===== src/rtl/l1d_dat_ram_sched_pkg.sv =====
// Shared types and constants for the L1D data-RAM pipe scheduler.
// The payload struct widths match the scheduler's default parameters.
package l1d_dat_ram_sched_pkg;

    localparam int unsigned L1D_ADDR_W = 10;
    localparam int unsigned L1D_DATA_W = 128;
    localparam int unsigned L1D_BE_W   = 16;
    localparam int unsigned L1D_ID_W   = 4;
    localparam int unsigned L1D_BEATS  = 4;
    localparam int unsigned L1D_BEAT_W = $clog2(L1D_BEATS);

    localparam logic RW_WRITE = 1'b0;
    localparam logic RW_READ  = 1'b1;

    typedef enum logic [1:0] {
        SRC_WR = 2'd0,
        SRC_EV = 2'd1,
        SRC_LF = 2'd2
    } sched_src_e;

    typedef enum logic [1:0] {
        StIdle    = 2'd0,
        StLfBurst = 2'd1,
        StEvBurst = 2'd2
    } sched_state_e;

    typedef struct packed {
        logic [L1D_ADDR_W-1:0] addr;
        logic [L1D_BEAT_W-1:0] beat;
        logic [L1D_DATA_W-1:0] data;
        logic [L1D_BE_W-1:0]   be;
        logic [L1D_ID_W-1:0]   id;
        logic                  rw_type;
        logic                  downstream;
        sched_src_e            src;
    } pack_sched_pipe_pld;

endpackage


===== src/rtl/l1d_dat_ram_sched_starve_cnt.sv =====
// Per-requester blocked-cycle counter; saturates at the limit and flags starvation there.
module l1d_dat_ram_sched_starve_cnt #(
    parameter int unsigned STARVE_LIMIT = 8,
    localparam int unsigned CNT_W = $clog2(STARVE_LIMIT + 1)
) (
    input  logic clk,
    input  logic rst_n,
    input  logic vld,
    input  logic hs,
    output logic starving
);

    logic [CNT_W-1:0] cnt_q;

    assign starving = (cnt_q == CNT_W'(STARVE_LIMIT));

    always_ff @(posedge clk) begin
        if (!rst_n) begin
            cnt_q <= '0;
        end else if (!vld || hs) begin
            cnt_q <= '0;
        end else if (!starving) begin
            cnt_q <= cnt_q + CNT_W'(1);
        end
    end

endmodule


===== src/rtl/l1d_dat_ram_sched.sv =====
// Shares the single L1D data-RAM pipe between store writes, evict readouts and linefills,
// with burst locking for line operations and a one-entry registered output stage.
module l1d_dat_ram_sched
    import l1d_dat_ram_sched_pkg::*;
#(
    parameter int unsigned ADDR_W       = L1D_ADDR_W,
    parameter int unsigned DATA_W       = L1D_DATA_W,
    parameter int unsigned BE_W         = L1D_BE_W,
    parameter int unsigned ID_W         = L1D_ID_W,
    parameter int unsigned BEATS        = L1D_BEATS,
    parameter int unsigned STARVE_LIMIT = 8,
    localparam int unsigned BEAT_W      = $clog2(BEATS)
) (
    input  logic              clk,
    input  logic              rst_n,

    input  logic              wr_vld,
    output logic              wr_rdy,
    input  logic [ADDR_W-1:0] wr_addr,
    input  logic [BEAT_W-1:0] wr_beat,
    input  logic [DATA_W-1:0] wr_data,
    input  logic [BE_W-1:0]   wr_be,
    input  logic [ID_W-1:0]   wr_id,

    input  logic              evict_vld,
    output logic              evict_rdy,
    input  logic [ADDR_W-1:0] evict_addr,
    input  logic [ID_W-1:0]   evict_id,

    input  logic              lf_vld,
    output logic              lf_rdy,
    input  logic [ADDR_W-1:0] lf_addr,
    input  logic [DATA_W-1:0] lf_data,

    output logic              pipe_vld,
    input  logic              pipe_rdy,
    output logic [ADDR_W-1:0] pipe_addr,
    output logic [BEAT_W-1:0] pipe_beat,
    output logic [DATA_W-1:0] pipe_data,
    output logic [BE_W-1:0]   pipe_be,
    output logic [ID_W-1:0]   pipe_id,
    output logic              pipe_rw_type,
    output logic              pipe_downstream,
    output logic [1:0]        pipe_src,
    output logic              sched_busy
);

    sched_state_e       state_q, state_d;
    logic [BEAT_W-1:0]  beat_q, beat_d;
    logic [ADDR_W-1:0]  ev_addr_q;
    logic [ID_W-1:0]    ev_id_q;
    logic               pipe_vld_q;
    pack_sched_pipe_pld pld_q, pld_d;

    logic accept;
    logic gnt_wr, gnt_ev, gnt_lf, ev_beat, issue, burst_beat;
    logic starve_wr, starve_ev, starve_lf;

    assign accept = !pipe_vld_q || pipe_rdy;

    l1d_dat_ram_sched_starve_cnt #(.STARVE_LIMIT(STARVE_LIMIT)) u_starve_wr (
        .clk      (clk),
        .rst_n    (rst_n),
        .vld      (wr_vld),
        .hs       (wr_vld && wr_rdy),
        .starving (starve_wr)
    );

    l1d_dat_ram_sched_starve_cnt #(.STARVE_LIMIT(STARVE_LIMIT)) u_starve_ev (
        .clk      (clk),
        .rst_n    (rst_n),
        .vld      (evict_vld),
        .hs       (evict_vld && evict_rdy),
        .starving (starve_ev)
    );

    l1d_dat_ram_sched_starve_cnt #(.STARVE_LIMIT(STARVE_LIMIT)) u_starve_lf (
        .clk      (clk),
        .rst_n    (rst_n),
        .vld      (lf_vld),
        .hs       (lf_vld && lf_rdy),
        .starving (starve_lf)
    );

    // Grant: starving requesters win first in base order, bursts own the pipe outright.
    always_comb begin
        gnt_wr  = 1'b0;
        gnt_ev  = 1'b0;
        gnt_lf  = 1'b0;
        ev_beat = 1'b0;
        if (accept) begin
            unique case (state_q)
                StIdle: begin
                    if (wr_vld && starve_wr)          gnt_wr = 1'b1;
                    else if (evict_vld && starve_ev)  gnt_ev = 1'b1;
                    else if (lf_vld && starve_lf)     gnt_lf = 1'b1;
                    else if (wr_vld)                  gnt_wr = 1'b1;
                    else if (evict_vld)               gnt_ev = 1'b1;
                    else if (lf_vld)                  gnt_lf = 1'b1;
                end
                StLfBurst: gnt_lf  = lf_vld;
                StEvBurst: ev_beat = 1'b1;
                default: ;
            endcase
        end
    end

    assign burst_beat = gnt_ev || ev_beat || gnt_lf;
    assign issue      = gnt_wr || burst_beat;

    // beat_q is zero whenever the scheduler is idle, so it also supplies beat 0 of a new burst.
    always_comb begin
        pld_d = pld_q;
        if (gnt_wr) begin
            pld_d.addr       = wr_addr;
            pld_d.beat       = wr_beat;
            pld_d.data       = wr_data;
            pld_d.be         = wr_be;
            pld_d.id         = wr_id;
            pld_d.rw_type    = RW_WRITE;
            pld_d.downstream = 1'b0;
            pld_d.src        = SRC_WR;
        end else if (gnt_ev || ev_beat) begin
            pld_d.addr       = gnt_ev ? evict_addr : ev_addr_q;
            pld_d.beat       = beat_q;
            pld_d.data       = '0;
            pld_d.be         = '1;
            pld_d.id         = gnt_ev ? evict_id : ev_id_q;
            pld_d.rw_type    = RW_READ;
            pld_d.downstream = 1'b1;
            pld_d.src        = SRC_EV;
        end else if (gnt_lf) begin
            pld_d.addr       = lf_addr;
            pld_d.beat       = beat_q;
            pld_d.data       = lf_data;
            pld_d.be         = '1;
            pld_d.id         = '0;
            pld_d.rw_type    = RW_WRITE;
            pld_d.downstream = 1'b1;
            pld_d.src        = SRC_LF;
        end
    end

    always_comb begin
        state_d = state_q;
        beat_d  = beat_q;
        if (burst_beat) begin
            if (beat_q == BEAT_W'(BEATS - 1)) begin
                beat_d  = '0;
                state_d = StIdle;
            end else begin
                beat_d  = beat_q + BEAT_W'(1);
                state_d = gnt_lf ? StLfBurst : StEvBurst;
            end
        end
    end

    always_ff @(posedge clk) begin
        if (!rst_n) begin
            state_q    <= StIdle;
            beat_q     <= '0;
            ev_addr_q  <= '0;
            ev_id_q    <= '0;
            pipe_vld_q <= 1'b0;
            pld_q      <= '0;
        end else begin
            state_q <= state_d;
            beat_q  <= beat_d;
            if (gnt_ev) begin
                ev_addr_q <= evict_addr;
                ev_id_q   <= evict_id;
            end
            if (accept) begin
                pipe_vld_q <= issue;
                pld_q      <= pld_d;
            end
        end
    end

    assign wr_rdy          = gnt_wr;
    assign evict_rdy       = gnt_ev;
    assign lf_rdy          = gnt_lf;
    assign sched_busy      = (state_q != StIdle);
    assign pipe_vld        = pipe_vld_q;
    assign pipe_addr       = pld_q.addr;
    assign pipe_beat       = pld_q.beat;
    assign pipe_data       = pld_q.data;
    assign pipe_be         = pld_q.be;
    assign pipe_id         = pld_q.id;
    assign pipe_rw_type    = pld_q.rw_type;
    assign pipe_downstream = pld_q.downstream;
    assign pipe_src        = pld_q.src;

endmodule

===== config.mk =====
export PLATFORM = sky130hd
export DESIGN_NAME = l1d_dat_ram_sched
export DESIGN_NICKNAME = d
export VERILOG_FILES = /design/src/rtl/l1d_dat_ram_sched_pkg.sv /design/src/rtl/l1d_dat_ram_sched_starve_cnt.sv /design/src/rtl/l1d_dat_ram_sched.sv
export SDC_FILE = /design/constraint.sdc
export NUM_CORES = 1
export LEC_CHECK = 0
export ABC_AREA = 1
export CORE_AREA = 2 2 192 194
export DETAILED_ROUTE_END_ITERATION = 8
export DIE_AREA = 0 0 194 196
export PLACE_DENSITY = 0.66
export SLEW_MARGIN = 5
export SYNTH_ARGS = -nofsm -noshare
export SYNTH_HDL_FRONTEND = slang
export SYNTH_SLANG_ARGS = --single-unit

===== constraint.sdc =====
create_clock -name clk -period 2.05 [get_ports clk]
set_input_delay 0.3075 -clock clk [delete_from_list [all_inputs] [get_ports clk]]
set_output_delay 0.3075 -clock clk [all_outputs]
set_load 0.005 [all_outputs]

[Yosys cells after proc, flatten, opt, wreduce, memory -nomap -nowiden]
Cells that the tools add are included.
Storage, ports and cells
  register bits: 195
Cells by class
  $add $sub $neg: 4
  eq/ne operators: 6
  muxes and demuxes: 31
  bitwise logic cells: 1
  reduce and logical (&&, ||, !) cells: 24
Operators by type and width (number)
  $mux W164: 3
  $mux W1: 22
  $add A4 B1 Y4 const B: 3
  $eq A4 B4 Y1 const B: 3
  $mux W10: 1
  $logic_or A1 B1 Y1: 7
  $logic_and A1 B1 Y1: 6
  $mux W2: 3
  $reduce_or A2 Y1: 3
  $eq A2 B2 Y1 const B: 2
  $logic_not A1 Y1: 4
  $mux W4: 1
  $reduce_bool A3 Y1: 1
  $add A2 B1 Y2 const B: 1
  $eq A2 B1 Y1 const B: 1
  $logic_not A2 Y1: 1
  $pmux W1 S2: 1
  $reduce_and A2 Y1: 1
  $reduce_bool A2 Y1: 1
  $not A1 Y1: 1

[Depth between registers and ports, before layout]
  word-level depth: 11
  mapped depth: 14
  mapped depth without buffers: 13

[Hierarchy]
Synthesis repeated with hierarchy kept, for this count alone.
Second synthesis, totals
  cell total of the unflattened synthesis: 1426
  area total of the unflattened synthesis: 9195.1 um^2
Modules (own cells, without submodules)
  l1d_dat_ram_sched: instances 1, cells each 1330, area each 8553.2 um^2, sequential area each 3643.5 um^2
  l1d_dat_ram_sched_starve_cnt: instances 3, cells each 32, area each 214.0 um^2, sequential area each 80.1 um^2

[Worst setup path after synthesis]
OpenSTA, ideal clock, no wires.
  kind: reg2reg
  from: reg u_starve_ev.cnt_q[0]
  to: reg pld_q (netlist bit pipe_data[15])
  arrival time: 1761 ps
  data required time: 1934 ps
  setup slack: 173 ps
  stages on the path, launching flop included: 13
  clock period less this slack: 1877 ps
  path through: dfxtp_1 inv_1 ha_1 nand4_1 nand3_1 a21oi_2 buf_4 nor2_4 nand2_4 buf_6 buf_2 o21ai_0 nor2_1
Between the ends
  longest elaborated chain between the ends: 9
Ends and longest elaborated chain
  start, declared: line l1d_dat_ram_sched_starve_cnt.sv:13  | logic [CNT_W-1:0] cnt_q;
  start signal, assigned: line l1d_dat_ram_sched_starve_cnt.sv:23  | cnt_q <= cnt_q + CNT_W'(1);
  $eq A4 B4 Y1 (*): line l1d_dat_ram_sched_starve_cnt.sv:15  | assign starving = (cnt_q == CNT_W'(STARVE_LIMIT));
  $logic_and A1 B1 Y1 (*): line l1d_dat_ram_sched.sv:95  | else if (evict_vld && starve_ev) gnt_ev = 1'b1;
  $mux W1: line l1d_dat_ram_sched.sv:95
  $mux W1: line l1d_dat_ram_sched.sv:94  | if (wr_vld && starve_wr) gnt_wr = 1'b1;
  $mux W1: line l1d_dat_ram_sched.sv:92  | unique case (state_q)
  $mux W1: line l1d_dat_ram_sched.sv:91  | if (accept) begin
  $logic_or A1 B1 Y1: line l1d_dat_ram_sched.sv:123  | end else if (gnt_ev || ev_beat) begin
  $reduce_bool A3 Y1 (no source line) / $mux W164 (equally long branches)
  $reduce_and A2 Y1 (no source line) / $mux W164 (equally long branches)
  end signal, assigned: line l1d_dat_ram_sched.sv:175  | pld_q <= pld_d;
  end, declared: line l1d_dat_ram_sched.sv:53  | pack_sched_pipe_pld pld_q, pld_d;
Every way passes the cells marked *; elsewhere a longest branch is shown, timed or not.
A chain may end at the register's enable or synchronous reset.

[Worst setup path after layout]
  from: reg u_starve_lf.cnt_q[1]
  to: reg pld_q (netlist bit pipe_data[89])
Between the ends
  longest elaborated chain between the ends: 10
Ends and longest elaborated chain
  start, declared: line l1d_dat_ram_sched_starve_cnt.sv:13
  start signal, assigned: line l1d_dat_ram_sched_starve_cnt.sv:23
  $eq A4 B4 Y1 (*): line l1d_dat_ram_sched_starve_cnt.sv:15
  $logic_and A1 B1 Y1 (*): line l1d_dat_ram_sched.sv:96  | else if (lf_vld && starve_lf) gnt_lf = 1'b1;
  $mux W1: line l1d_dat_ram_sched.sv:96
  $mux W1: line l1d_dat_ram_sched.sv:95
  $mux W1: line l1d_dat_ram_sched.sv:94
  $mux W1: line l1d_dat_ram_sched.sv:92
  $mux W1: line l1d_dat_ram_sched.sv:91
  $logic_or A1 B1 Y1: line l1d_dat_ram_sched.sv:123
  $reduce_bool A3 Y1 (no source line) / $mux W164 (equally long branches)
  $reduce_and A2 Y1 (no source line) / $mux W164 (equally long branches)
Marked as above.

==> flow_summary.yaml <==
power:
  power_mw: 20.1
  p_leak_nw: 7.15
  power_density_nw_per_um2: 1160
  ir_worst_vdd_mv: 0.641
route:
  ant_nets: 0
  vias: 11800
  drt_iter0_drc: 467
  post_drt_wl_per_cell_um: 17.2
  drtPass1Iterations: 4
  drt-vias-per-instance: 4.80
  post-route-drc-count: 0
  wirelength_mm: 42.3
synth:
  synth_top_area_frac: 0.404
  synthTopCellsByArea: "dfxtp_1, nor2_1, o21ai_0, nand3_1, nand2_1"
  yosysUniqueCellTypes: 26
  yosys_warnings: 0
  ys_seq_area_frac: 0.404
  syn-mean-instance-area_sq_um: 6.61
  synth_top_area_cell: "dfxtp_1"
  syn-num-nets: 1779
  synthCells: 1454
  synth_area_sq_um: 9610
  ys_seq_elements: 194
floorplanning:
  num_rows: 70
  fp.dieW_um: 194
  fp.dieH_um: 196
  die-area_sq_um: 38000
  initial_core_util: 0.266
  core_area_sq_um: 36100
  ioPinCount: 487
job:
  cap_violations: 0
clocking:
  clk_pin_slew_ns: 0.07
  cts_tree: "yes"
  htreeDepth: 4
  cts_root_buf: "clkbuf_16"
  numCtsBuffers: 17
  hold_buffers: 0
  numClockSinks: 194
  insertion_delay_ns: 0.45
  clk_path_buf_depth: 2
worst_setup_path:
  crit_fanout: 9
  crit_arrival_ns: 2.49
  end_kind: "flop"
  cp-start-kind: "flop"
  crit_type: "reg -> reg"
  cp_data_required_time_ns: 2.39
global_route:
  grt_remaining_overflow: 0
  grt_start_max_net_pins: 82
  grt_pass1_wl_mm: 59.9
  grt_antenna_before_repair: 4
  grt_pass1_vias: 11000
  gr-usage-all-layers: 0.199
sta:
  finalSetupViolCount: 155
  hold_viol_final: 0
  post-route-min-period_ns: 2.15
  min_period_over_period: 1.05
  rsz0062_at_grt: "yes"
  max_freq_mhz: 465
  slew_viol_final: 0
  timing_worst_slew_pin_value_ns: 0.721
  slew_headroom: 0.519
  setup_tns_ns: -9.72
  skew_ns: 0.00676
  setup_ws_ns: -0.101
worst_hold_path:
  min_path_type: "in -> reg"
final_layout:
  layout_common_cells: "clkdlybuf4s50_1, nor2_1, nand2_1"
  final_nets: 2302
  drive_above_1_share: 0.157
  final_cells: 2457
  area_growth_pct: 80.3
  layout_commonest_cell: "clkdlybuf4s50_1"
  nFillCells: 3484
outcome:
  outcome: "finished with violations"
  violations: "setup timing"
placement:
  place.gp.congestion: 0.890
  dp_hpwl_mm: 27.5
  port_buffers: 486
  post-place-cells: 2372
==> cell type report <==
cell class	instances	area, sq um	share of cell area
repair buffers	624	6670	0.385
multi-input cells	1084	5380	0.310
flip-flops and latches	194	3890	0.224
well taps	468	586	0.0338
clock buffers	19	433	0.0250
inverters	56	215	0.0124
clock inverters	11	153	0.00880
diodes	1	2.50	0.000144
==> worst paths after layout <==
kind | startpoint | endpoint | slack (ns) | depth (start not counted)
max | u_starve_lf.cnt_q[1]$_SDFFE_PP0P_ | pipe_data[89]$_SDFFE_PN0P_ | -0.10 | 14
min | rst_n | pipe_data[54]$_SDFFE_PN0P_ | 0.24 | 3
max reg2reg | u_starve_lf.cnt_q[1]$_SDFFE_PP0P_ | pipe_data[89]$_SDFFE_PN0P_ | -0.10 | 14
min reg2reg | pipe_be[7]$_SDFFE_PN0P_ | pipe_be[7]$_SDFFE_PN0P_ | 0.48 | 2
==> flip-flops by register name (all words and copies together), names as in the netlist <==
name               count
pipe_src               2
pipe_vld               1
pipe_beat              2
ev_addr_q             10
pipe_be               16
pipe_data            128
pipe_downstream        1
pipe_addr             10
state_q                2
beat_q                 2
pipe_id                4
ev_id_q                4
u_starve_wr.cnt_q      4
u_starve_lf.cnt_q      4
u_starve_ev.cnt_q      4
==> report_power, final <==
group	switching (mW)	internal [mW]
registers	0.748	4.93
clock network	1.55	1.92
logic	5.25	5.73
total	7.55	12.6
==> through the flow <==
step           area (sq um)  setup slack, ns  utilization  hold slack [ns]
2_1_floorplan          9610            0.173            -            0.452
4_1_cts               16500          -0.0878        0.457            0.194
6_report              17300           -0.101        0.480            0.238
5_1_grt               17300           -0.205        0.480            0.216
3_3_place_gp          15400           -0.264        0.426            0.452
3_5_place_dp          15400           -0.297        0.426            0.463
==> critical path: stages, from the launching register on <==
cell and delay (ns):
dfxtp_2 0.33, inv_2 0.07, ha_4 0.14, nand4_1 0.11, buf_4 0.19, nand3_4 0.09, a21oi_4 0.08, buf_12 0.14
buf_12 0.14, nor2_4 0.15, nand2_8 0.09, buf_12 0.16, clkbuf_16 0.19, o21ai_2 0.12, nor2_1 0.05
==> Yosys cell counts (all sizes together) <==
cell,instances
nand3b,4
nor3,4
nor2,350
or4,1
o31ai,1
o21ai,285
ha,7
dfxtp,194
nand4,4
clkbuf,63
xnor2,2
inv,56
xor2,2
buf,57
a21oi,16
nand3,177
nand2,231
==> repair_timing <==
| action | 4_1_cts | 5_1_grt |
|---|---|---|
| gates cloned | 6 | 14 |
| pin swaps | 15 | 5 |
| setup buffers | 18 | 16 |
| gates resized for setup | 149 | 101 |
| endpoints found under the setup margin | 133 | 173 |
==> metal layers <==
| metal | GRT usage | vias up | part of all wire |
|---|---|---|---|
| met4 | 0.0659 | 2 | 0.030 |
| met5 | 0 | - | 0.00021 |
| met3 | 0.0552 | 73 | 0.083 |
| met1 | 0.236 | 5434 | 0.40 |
| li1 | - | 5801 | - |
| met2 | 0.347 | 478 | 0.49 |
==> kinds of logic (layout without fill, tap and decap cells) <==
group / count (synthesis) / after routing / share of synthesized area
other: 0 / 1 / 0
buffers and inverters: 176 / 710 / 0.0899
adders and majority gates: 7 / 7 / 0.00911
AOI/OAI and AO/OA: 302 / 302 / 0.160
xor gates and xnor gates: 4 / 4 / 0.00365
DFF: 194 / 194 / 0.404
and+or+nand+nor: 771 / 771 / 0.333
Power figures use the tool's default switching activity.
